File: src/rtl/exponent_arbiter.sv
// Round-robin arbiter and sequencer sharing one exponent unit (p = x^a) among
// NUM_REQ requesters, with a WAIT-state timeout that returns an error result.
module exponent_arbiter #(
  parameter int NUM_REQ = 4,
  parameter int TIMEOUT = 4096
) (
  input  logic                         clock,
  input  logic                         reset,
  input  logic [NUM_REQ-1:0]           req,
  input  logic [32*NUM_REQ-1:0]        x_in,
  input  logic [32*NUM_REQ-1:0]        a_in,
  output logic [NUM_REQ-1:0]           done,
  output logic                         error,
  output logic [31:0]                  p_out,
  output logic                         busy,
  output logic [$clog2(NUM_REQ)-1:0]   grant_id,
  output logic                         exp_enable,
  output logic [31:0]                  exp_x,
  output logic [31:0]                  exp_a,
  input  logic                         exp_ready,
  input  logic [31:0]                  exp_p
);

  localparam int DATA_W = 32;
  localparam int IDW    = $clog2(NUM_REQ);
  localparam int CW     = $clog2(TIMEOUT) + 1;

  typedef enum logic [2:0] {IDLE, ISSUE, SKIP, WAIT, DONE} state_t;

  state_t              state, state_nx;
  logic [IDW-1:0]      ptr;
  logic [CW-1:0]       cnt;
  logic                found;
  logic [IDW-1:0]      sel;
  logic                wait_to;

  // Search upward from ptr with wrap-around for the first pending request.
  always_comb begin
    int idx;
    logic [IDW-1:0] cand;
    found = 1'b0;
    sel   = '0;
    for (int k = 0; k < NUM_REQ; k++) begin
      idx = int'(ptr) + k;
      if (idx >= NUM_REQ) idx = idx - NUM_REQ;
      cand = IDW'(idx);
      if (!found && req[cand]) begin
        found = 1'b1;
        sel   = cand;
      end
    end
  end

  assign wait_to = (cnt == CW'(TIMEOUT - 1));

  always_ff @(posedge clock) begin
    if (reset) state <= IDLE;
    else       state <= state_nx;
  end

  always_comb begin
    state_nx = state;
    case (state)
      IDLE:    if (found) state_nx = ISSUE;
      ISSUE:   state_nx = SKIP;
      SKIP:    state_nx = WAIT;
      WAIT:    if (exp_ready || wait_to) state_nx = DONE;
      DONE:    state_nx = IDLE;
      default: state_nx = IDLE;
    endcase
  end

  // Every output is a register; busy/enable are precomputed from the next state.
  always_ff @(posedge clock) begin
    if (reset) begin
      done       <= '0;
      error      <= 1'b0;
      p_out      <= '0;
      busy       <= 1'b0;
      grant_id   <= '0;
      exp_enable <= 1'b0;
      exp_x      <= '0;
      exp_a      <= '0;
      ptr        <= '0;
      cnt        <= '0;
    end else begin
      busy       <= (state_nx != IDLE);
      exp_enable <= (state_nx == ISSUE);
      done       <= '0;
      case (state)
        IDLE: begin
          if (found) begin
            grant_id <= sel;
            exp_x    <= x_in[DATA_W*sel +: DATA_W];
            exp_a    <= a_in[DATA_W*sel +: DATA_W];
          end
        end
        ISSUE: cnt <= '0;
        WAIT: begin
          if (exp_ready) begin
            p_out          <= exp_p;
            error          <= 1'b0;
            done[grant_id] <= 1'b1;
          end else if (wait_to) begin
            p_out          <= '0;
            error          <= 1'b1;
            done[grant_id] <= 1'b1;
          end else begin
            cnt <= cnt + 1'b1;
          end
        end
        DONE: begin
          error <= 1'b0;
          if (grant_id == IDW'(NUM_REQ - 1)) ptr <= '0;
          else                               ptr <= grant_id + 1'b1;
        end
        default: ;
      endcase
    end
  end

endmodule

File: config.mk
export PLATFORM = sky130hd
export DESIGN_NAME = exponent_arbiter
export DESIGN_NICKNAME = d
export VERILOG_FILES = /design/src/rtl/exponent_arbiter.sv
export SDC_FILE = /design/constraint.sdc
export NUM_CORES = 1
export LEC_CHECK = 0
export CORE_AREA = 3 3 154 156
export DETAILED_ROUTE_END_ITERATION = 8
export DIE_AREA = 0 0 157 159
export REMOVE_ABC_BUFFERS = 1
export SLEW_MARGIN = 20
export SYNTH_ARGS = -nofsm -noshare
export SYNTH_HDL_FRONTEND = slang
export SYNTH_SLANG_ARGS = --single-unit
File: constraint.sdc
create_clock -name clock -period 2.32 [get_ports clock]
set_input_delay 0.348 -clock clock [delete_from_list [all_inputs] [get_ports clock]]
set_output_delay 0.348 -clock clock [all_outputs]
set_load 0.01 [all_outputs]
==> results of run 1 <==
## kinds of logic (layout without fill, tap and decap cells)
family / after synthesis / count (layout) / share of synthesized area, %
other: 0 / 1 / 0
xor gates and xnor gates: 9 / 9 / 1.29
adders and majority gates: 5 / 5 / 1.02
AOI/OAI and AO/OA: 228 / 228 / 25.2
buffers and inverters: 68 / 492 / 5.19
and+or+nand+nor: 389 / 389 / 26.4
muxes: 4 / 4 / 0.653
DFF: 123 / 123 / 40.2
## worst max-delay path by stage
| stage | startpoint | to | slack (ns) | cells after the start |
|---|---|---|---|---|
| global placement | req[1] | exp_x[19]$_SDFFE_PP0P_ | -0.1 | 7 |
| finish | req[1] | exp_x[13]$_SDFFE_PP0P_ | 0.30 | 7 |
| global route | cnt[5]$_SDFFE_PP0P_ | done[3]$_SDFF_PP0_ | 0.18 | 7 |
| detailed placement | req[1] | exp_x[13]$_SDFFE_PP0P_ | -0.13 | 7 |
| CTS | req[1] | exp_x[16]$_SDFFE_PP0P_ | 0.33 | 7 |
| floorplan | ptr[1]$_SDFFE_PP0P_ | exp_a[15]$_SDFFE_PP0P_ | -3.72 | 5 |
## per-stage QoR
stage	TNS [ns]	std cells	worst slack [ns]	instance area, sq um	utilization [%]
detailed placement	-4.49	1503	-0.126	10900	48.2
global placement	-3.06	1503	-0.0960	10900	48.2
finish	0	1536	0.299	11400	50.7
global route	0	1536	0.183	11400	50.7
CTS	0	1535	0.327	11400	50.7
floorplan	-229.11	761	-3.72	5820	-
## flip-flops by register name, indices dropped and copies added, names as in the netlist, 2 cells and up
name,flops
ptr,2
exp_x,32
cnt,13
p_out,32
state,3
done,4
exp_a,32
grant_id,2
## worst max-delay path, stage by stage
cell and delay (ns):
clkdlybuf4s50_1 0.50, or3b_1 0.47, o221ai_4 0.13, buf_12 0.26
nand2_1 0.12, a311o_1 0.36, a31oi_1 0.13
## metal layers
layer / track usage, % / up-vias
li1: - / 3696
met1: 22.3 / 3384
met4: 5.25 / 0
met3: 7.37 / 19
met2: 36.1 / 288
met5: 0 / -
## power by group
group	total, mW	internal [mW]	switching, mW
Sequential	2.41	2.30	0.115
Clock	2.56	1.44	1.12
Combinational	1.91	1.12	0.795
## cell type report
cell class,count,area share [%]
antenna,1,0.0219
clock buffer,18,3.85
clock inverter,14,1.11
inverter,3,0.0986
multi-input combinational,635,29.8
sequential,123,21.6
tap,285,3.12
timing repair buffer,457,40.4
## cell usage in the layout (no fill, tap or decap), types with 2 or more instances in the layout
cell / n
inv_6: 5
nand4_1: 3
dfxtp_1: 123
clkdlybuf4s50_1: 398
ha_1: 5
a21oi_1: 94
nand2_1: 265
inv_8: 2
xnor2_1: 9
buf_4: 43
nor2_1: 73
nand3b_1: 2
nor4_4: 2
o21ai_0: 4
clkbuf_16: 17
nor2b_1: 4
nand2b_1: 2
a211o_1: 44
inv_1: 3
clkinv_4: 6
a311o_1: 20
buf_12: 15
nand3_1: 4
nor3_1: 7
and2_1: 5
a31oi_1: 22
mux2i_1: 4
a22oi_1: 33
or2_2: 3
or4_1: 2
nor4_1: 6
==> metrics.txt, run 1 <==
initial detailed-routing violation count 476; Inserted Clock Buffers 17; largest fanout on the critical path 56; antenna violations before repair 1; post-route antenna net violation count 0; met1 layer wirelength in the final routing 10500 um; number of enable flip-flop cells after synthesis 0; count of buffers inserted at the top-level ports 399; die height 159 um; Slew HR 50.7%; endpoint class of the critical path register; H-tree lvl count 4; Final Slew Violations 0; mean routed wirelength per cell 17.3 um; dominant cell by count in the synthesized netlist nand2_1; Leak 4.70 nW; floorplan die width 157 um; highest layer used for signal routing met4; Top-Level Pins 400; count of endpoints failing hold in the final timing report 0; Fillers 2190; placer congestion estimate 0.830; first-pass GRT wire length 39300 um; total number of vias 7387; Avg Cell Area, Syn 7.42 sq um; most used standard cells in the synthesized netlist nand2_1 (265), dfxtp_1 (123), a21oi_1 (95); time the worst path needs with I/O delays and setup 2.02 ns; kind of launch point of the worst setup path primary input; final setup vio count 0; cells taking the most area after synthesis dfxtp_1 (40%), nand2_1 (16%), a21oi_1 (7.8%), a211o_1 (6.3%), nor2_1 (4.6%); standard-cell rows 55; share of flip-flops with an asynchronous set or reset 0%; critical path data arrival time 2.37 ns; total wire length 26600 um; initial cell density of the core 27.2%; fraction of layout cells with a size suffix above 1 8.48%; Max Cap Viol 0; RSZ-0062 raised after global routing false; reg2reg end exp_a[19]$_SDFFE_PP0P_; detailed-route vias per instance 4.81; via count of the first global-routing pass 7129; area of the die 0.0250 sq mm; multi-input logic area 0.00341 sq mm; post-DP HPWL 20400 um; number of buffers inserted by post-CTS setup repair 0; CTS Sinks 123; clk_skew 0.0111 ns; layout net count 1537; master cell of the clock root buffer clkbuf_16; Worst Hold Depth 4; drt drc 0; kind of critical path primary input to register; flop2flop setup slack 0.34 ns; maximum number of pins on one net before global-route repair 63; insertion delay to the later sink of the worst-skew pair 0.42 ns; Core ar. 0.0225 sq mm; Pre-Repair DR Iteration Count 5; pwr/cell area 603 mW/mm^2; R2R depth 6; metal2 WL 13400 um; startpoint of the most critical hold path reset; number of buffers added to fix hold violations after cts 0; slew of the pin with the lowest slew margin 0.739 ns; Synth top area share 40.2%; count of warnings emitted by yosys 0; Synth cell types 46; status complete, no violations; cell taking the most area after synthesis dfxtp_1; clock tree from TritonCTS done; #FFs+latches synth 123; storage element area 0.00246 sq mm; top_reg_cell synth dfxtp_1; wire length on met3 2360 um; number of gates resized after CTS 0; cell area after synthesis 0.00613 sq mm; CTS clock-pin slew for the worst setup and hold paths 0.07 ns; upper clock frequency limit 495 MHz; Layout Area Growth over Synthesis 86.3%; sink of the worst hold path state[1]$_SDFF_PP0_; synthesized instance count 826; global-route usage over all layers 20.1%; Reg2Reg Launch Point ptr[1]$_SDFFE_PP0P_; sequential fraction of the synthesis area 40.2%; portion of the clock cycle consumed by the worst path in the final layout 87.1%; Fin Hold WS 0.259 ns; Worst Path Required 2.67 ns; Total Power 6.88 mW; HP Class primary input to register; largest buffer count on any clock path 2; aggregate global routing overflow 0; worst vdd ir 0.382 mV
(Power assumes the default switching activity.)
==> inputs of run 2 (changes only) <==
--- a/config.mk
+++ b/config.mk
@@ -5,6 +5,7 @@
 export SDC_FILE = /design/constraint.sdc
 export NUM_CORES = 1
 export LEC_CHECK = 0
+export CAP_MARGIN = 25
 export CORE_AREA = 3 3 154 156
 export DETAILED_ROUTE_END_ITERATION = 8
 export DIE_AREA = 0 0 157 159
==> results of run 2 <==
The final DEF is identical to that of run 1; final timing and power are the same.
==> RTL edit 1, RTL diff (settings of run 2) <==
The parameter `TIMEOUT` goes from 4096 to 2048.
--- a/src/rtl/exponent_arbiter.sv
+++ b/src/rtl/exponent_arbiter.sv
@@ -4,3 +4,3 @@
   parameter int NUM_REQ = 4,
-  parameter int TIMEOUT = 4096
+  parameter int TIMEOUT = 2048
 ) (
Formal check against the unedited RTL: no difference found for any inputs over 4 cycles, from zero or initial values and one cycle with reset high; that may be too few to reach the edited logic, so the function may still have changed.
==> RTL edit 1 against run 2 <==
Sequential cell count decreased by 1; worst setup slack got worse by 0.022 ns; cell area shrank 0.14%; total power about the same; global-route usage down 0.41 points; utilization decreased by 0.072 points; final cell count is 14% lower; routed wire length decreased by 2.7%; area after synthesis rose by 5.0%.
==> RTL edit 1: results (changes against run 2) <==
* Outcome: finished, final reports clean (unchanged)
* Cell depth of the worst hold path at 2 (was 4)
* Flop-to-flop setup slack at 0.28 ns (was 0.34 ns)
* Worst endpoint data arrival time at 2.34 ns (was 2.37 ns)
* Ratio of cells with drive above 1 in the final layout at 12.7% (was 8.48%)
* First-pass GRT wire length at 38300 um (was 39300 um)
* Pin count of the biggest net entering global routing at 39 (was 63)
* Leakage at 4.15 nW (was 4.70 nW)
* Top cells by instance count after synthesis: dfxtp_1 (122), mux2i_1 (110), nand2_1 (75) (was nand2_1 (265), dfxtp_1 (123), a21oi_1 (95))
* Clock Path Buffers at 2 (unchanged)
* Portion of netlist area occupied by mux cells at 17.4% (was 0.653%)
* Xor/xnor cell area share of the yosys netlist at 1.09% (was 1.29%)
* Global-route total usage across every layer at 19.7% (was 20.1%)
* Worst min-delay path startpoint: error$_SDFFE_PP0P_ (was reset)
* Gpl congestion at 0.814 (was 0.830)
* Setup Skew at 0.0149 ns (was 0.0111 ns)
* Transition time at the pin with the least slew margin at 0.683 ns (was 0.739 ns)
* Worst min-delay path endpoint: error$_SDFFE_PP0P_ (was state[1]$_SDFF_PP0_)
* Initial antenna violation count at 2 (was 1)
* Worst voltage drop across the vdd grid at 0.395 mV (was 0.382 mV)
* Worst Setup EP: exp_a[16]$_SDFFE_PP0P_ (was exp_x[13]$_SDFFE_PP0P_)
* Min-Delay Path Class: reg -> reg (was in -> reg)
* Slowest Stage Delay on Critical Path at 0.42 ns (was 0.50 ns)
* Unique masters post-synth at 57 (was 46)
* Via count of the first global-routing pass at 6560 (was 7129)
* Worst Path Max Fanout at 9 (was 56)
* Area share of fa/ha/maj cells after synthesis at 0.973% (was 1.02%)
* Top Family by Delay on Critical Path: multiplexers (was buffers and inverters)
* DP HPWL at 20100 um (was 20400 um)
* Slowest cell on crit path: dfxtp_1 (was clkdlybuf4s50_1)
* Vias per cell at 4.86 (was 4.81)
* Per-instance average area after synthesis at 10.4 um2 (was 7.42 um2)
* Sequential fraction of the synthesis area at 38.0% (was 40.2%)
* Start point of the critical path: ptr[1]$_SDFFE_PP0P_ (was req[1])
* Net count of the finished layout at 1328 (was 1537)
* Post-Route WL at 25900 um (was 26600 um)
## RTL edit 1: cell count changes after synthesis, moves of 32 or more
cell      delta
a22o_1      +33
mux2i_1    +106
nand2_1    -190
o221ai_2    +45
a21oi_1     -89
a22oi_1     -32
nor2_1      -56
## RTL edit 1: per-stage QoR
step	utilization (%)	hold slack (ns)	worst slack, ns	cell area (um2)	TNS [ns]
after CTS	50.6	0.462	0.261	11400	0
after detailed placement	48.1	0.442	-0.135	10800	-4.07
after global placement	48.1	0.434	-0.0854	10800	-2.46
after floorplan	-	0.417	-2.78	6040	-176.25
final	50.7	0.457	0.277	11400	0
after global routing	50.7	0.479	0.108	11400	0
## RTL edit 1: kinds of logic (layout without fill, tap and decap cells)
family	after synthesis	in the layout
XOR/XNOR	8	8
AND/OR/NAND/NOR	161	161
multiplexers	111	111
flip-flops	122	122
adder cells (fa/ha/maj)	5	5
buffers and inverters	58	478
AO/OA/AOI/OAI	156	156
other	0	2
## RTL edit 1: area by class of cell
cell class | count | area (um2)
timing repair buffer | 438 | 4410
tap | 285 | 357
clock inverter | 13 | 130
inverter | 8 | 30.0
antenna | 2 | 5.00
multi-input combinational | 441 | 3570
sequential | 122 | 2440
clock buffer | 19 | 453
fill | 2107 | 11100
## RTL edit 1: layer usage
layer / track usage, % / part of all wire (%) / up-vias
met3: 5.57 / 8.0 / 25
met4: 5.41 / 1.3 / 0
li1: - / - / 3160
met1: 24.0 / 40 / 3012
met2: 33.9 / 50 / 263
met5: 0 / 0 / -
## RTL edit 1: power breakdown
group | switching, mW | total (mW) | internal [mW]
Sequential | 0.102 | 2.38 | 2.27
Clock | 1.11 | 2.67 | 1.56
Combinational | 0.734 | 1.83 | 1.09
Total | 1.95 | 6.88 | 4.93
==> RTL edit 2, RTL diff (flow settings as in run 2) <==
Made on the original files. Reset style: asynchronous (`reset`), changed in 2 clocked blocks.
--- a/src/rtl/exponent_arbiter.sv
+++ b/src/rtl/exponent_arbiter.sv
@@ -55,3 +55,3 @@
 
-  always_ff @(posedge clock) begin
+  always_ff @(posedge clock or posedge reset) begin
     if (reset) state <= IDLE;
@@ -73,3 +73,3 @@
   // Every output is a register; busy/enable are precomputed from the next state.
-  always_ff @(posedge clock) begin
+  always_ff @(posedge clock or posedge reset) begin
     if (reset) begin
Formal check against the unedited RTL: differs if reset is asserted again (counterexample within 4 cycles, from zero or initial values and one cycle with reset high); with reset held inactive, the same outputs for 4 cycles.
==> RTL edit 2 against run 2 <==
Critical path depth shrank 1; clock skew grew 0.0020 ns; routed wire length grew 3.9%; via count shrank 6.7%; worst setup slack lost 0.12 ns; non-clock buffer count shrank 6; sequential cell count is the same; area after synthesis grew 10%; cell area grew 4.6%; largest cell class unchanged.
Power is not compared: it rests on default switching activity, and its combinational part moved more than twofold at a synthesized area within 25%.
==> RTL edit 2: results (changes against run 2) <==
* Worst Setup EP: exp_a[19]$_DFFE_PP0P_ (was exp_x[13]$_SDFFE_PP0P_)
* Global route total overflow at 0 (unchanged)
* Setup Skew at 0.0131 ns (was 0.0111 ns)
* Worst endpoint data arrival time at 2.46 ns (was 2.37 ns)
* Outcome: finished, final reports clean (unchanged)
* Per-instance average area after synthesis at 10.4 um2 (was 7.42 um2)
* Antenna-violating nets left at 0 (unchanged)
* Transition time at the pin with the least slew margin at 0.571 ns (was 0.739 ns)
* Final period utilization at 92.1% (was 87.1%)
* R2R Path End: exp_x[7]$_DFFE_PP0P_ (was exp_a[19]$_SDFFE_PP0P_)
* Global-route total usage across every layer at 21.4% (was 20.1%)
* Pin count of the biggest net entering global routing at 67 (was 63)
* Min-Delay Path Class: in -> async (was in -> reg)
* Unique masters post-synth at 45 (was 46)
* Sequential fraction of the synthesis area at 45.7% (was 40.2%)
* Length of the first detailed-routing pass in iterations at 4 (was 5)
* Gpl congestion at 0.832 (was 0.830)
* Vias per cell at 5.04 (was 4.81)
* Post-Route WL at 27600 um (was 26600 um)
* Slowest cell on crit path: or4_2 (was clkdlybuf4s50_1)
* Vias after detailed routing at 6894 (was 7387)
* Worst voltage drop across the vdd grid at 0.633 mV
* Initial antenna violation count at 5 (was 1)
* Buffer type at the clock tree root: clkbuf_16 (unchanged)
* Ratio of cells with drive above 1 in the final layout at 8.51% (was 8.48%)
* Start point of the critical path: req[2] (was req[1])
* Initial DRC Count at 306 (was 476)
* Post-CTS clock slew at the launch and capture registers of the worst setup and hold paths at 0.07 ns (about the same)
* Net count of the finished layout at 1368 (was 1537)
* Async set-reset flop share out of synthesis at 100% (was 0%)
* Via count of the first global-routing pass at 7144 (was 7129)
* Slowest Stage Delay on Critical Path at 0.57 ns (was 0.50 ns)
* Count of H-tree levels built during CTS at 4 (unchanged)
* Clock Path Buffers at 2 (unchanged)
* R2R cell count at 6 (unchanged)
* Cell types with the largest area share after synthesis: dfrtp_1 (46%), mux2i_1 (20%), o221ai_1 (8.4%), nand2_1 (4.5%), a22oi_1 (3.6%) (was dfxtp_1 (40%), nand2_1 (16%), a21oi_1 (7.8%), a211o_1 (6.3%), nor2_1 (4.6%))
* Biggest regs: exp_a (32), exp_x (32), p_out (32) (unchanged)
* Number of instances in the placed design at 1334 (was 1503)
* Flop-to-flop setup slack at 0.20 ns (was 0.34 ns)
* Worst Path Max Fanout at 44 (was 56)
* DP HPWL at 21400 um (was 20400 um)
* Top FF cell, synth: dfrtp_1 (was dfxtp_1)
* First-pass GRT wire length at 41600 um (was 39300 um)
* Top cells by instance count after synthesis: mux2i_1 (132), dfrtp_1 (123), nand2_1 (81) (was nand2_1 (265), dfxtp_1 (123), a21oi_1 (95))
* Area after detailed placement at 11400 um2 (was 10900 um2)
* Reg-to-reg critical path startpoint: ptr[1]$_DFFE_PP0P_ (was ptr[1]$_SDFFE_PP0P_)
* Worst setup slack after placement at -0.251 ns (was -0.126 ns)
## RTL edit 2: changes by cell type in the layout (fill, tap and decap cells not counted), moves of 6 or more
| cell | run 2 | this run |
|---|---|---|
| a211o_1 | 44 | 1 |
| a211oi_1 | 1 | 7 |
| a21oi_1 | 94 | 10 |
| a311o_1 | 20 | 0 |
| a31oi_1 | 22 | 2 |
| dfrtp_1 | 0 | 123 |
| dfxtp_1 | 123 | 0 |
| inv_1 | 3 | 40 |
| mux2i_1 | 4 | 132 |
| nand2_1 | 265 | 81 |
| nor2_1 | 73 | 4 |
| o21ai_0 | 4 | 38 |
| o221ai_1 | 1 | 64 |
| xnor2_1 | 9 | 0 |
## RTL edit 2: layer usage
layer / part of all wire, % / global-route usage [%] / vias up
met3: 7.3 / 5.79 / 46
met1: 40 / 26.0 / 3309
met5: 0.14 / 0 / -
met4: 2.6 / 7.04 / 6
li1: - / - / 3268
met2: 50 / 36.4 / 265
## RTL edit 2: area by class of cell
cell class / count / area [um2]
flip-flops and latches: 123 / 3080
multi-input cells: 434 / 3280
clock inverters: 14 / 124
inverters: 41 / 156
well taps: 285 / 357
fillers: 2014 / 10600
clock buffers: 18 / 439
repair buffers: 451 / 4510
diodes: 2 / 5.00
## RTL edit 2: worst min path at each step
stage	startpoint	to	slack [ns]	cells after the start
2_1_floorplan	cnt[9]$_DFFE_PP0P_	cnt[9]$_DFFE_PP0P_	0.48	1
3_3_place_gp	exp_a[8]$_DFFE_PP0P_	exp_a[8]$_DFFE_PP0P_	0.47	2
3_5_place_dp	exp_a[11]$_DFFE_PP0P_	exp_a[11]$_DFFE_PP0P_	0.47	2
4_1_cts	reset	p_out[28]$_DFFE_PP0P_	0.31	2
5_1_grt	reset	p_out[31]$_DFFE_PP0P_	0.34	2
6_report	reset	p_out[5]$_DFFE_PP0P_	0.31	2
## RTL edit 2: cells by family (layout without fill, tap and decap cells)
family | after synthesis | after routing | synth area share (%)
AOI/OAI and AO/OA | 169 | 169 | 18.5
muxes | 133 | 133 | 19.8
and+or+nand+nor | 127 | 127 | 9.06
DFF | 123 | 123 | 45.7
buffers and inverters | 92 | 524 | 6.11
adders and majority gates | 5 | 5 | 0.928
other | 0 | 2 | 0
## RTL edit 2: power groups by stage
stage	clock network [mW]	logic [mW]	registers (mW)
final	2.56	6.65	3.62
after global routing	2.74	7.18	3.74
after CTS	2.63	6.73	3.62
after detailed placement	0	6.73	3.63
after global placement	0	6.64	3.62
after floorplan	0	2.79	3.98
## RTL edit 2: critical path, delay by kind of cell
kind            cells  cell delay [ns]
compound gates      1             0.23
buf+inv             2             0.72
simple gates        3             1.10
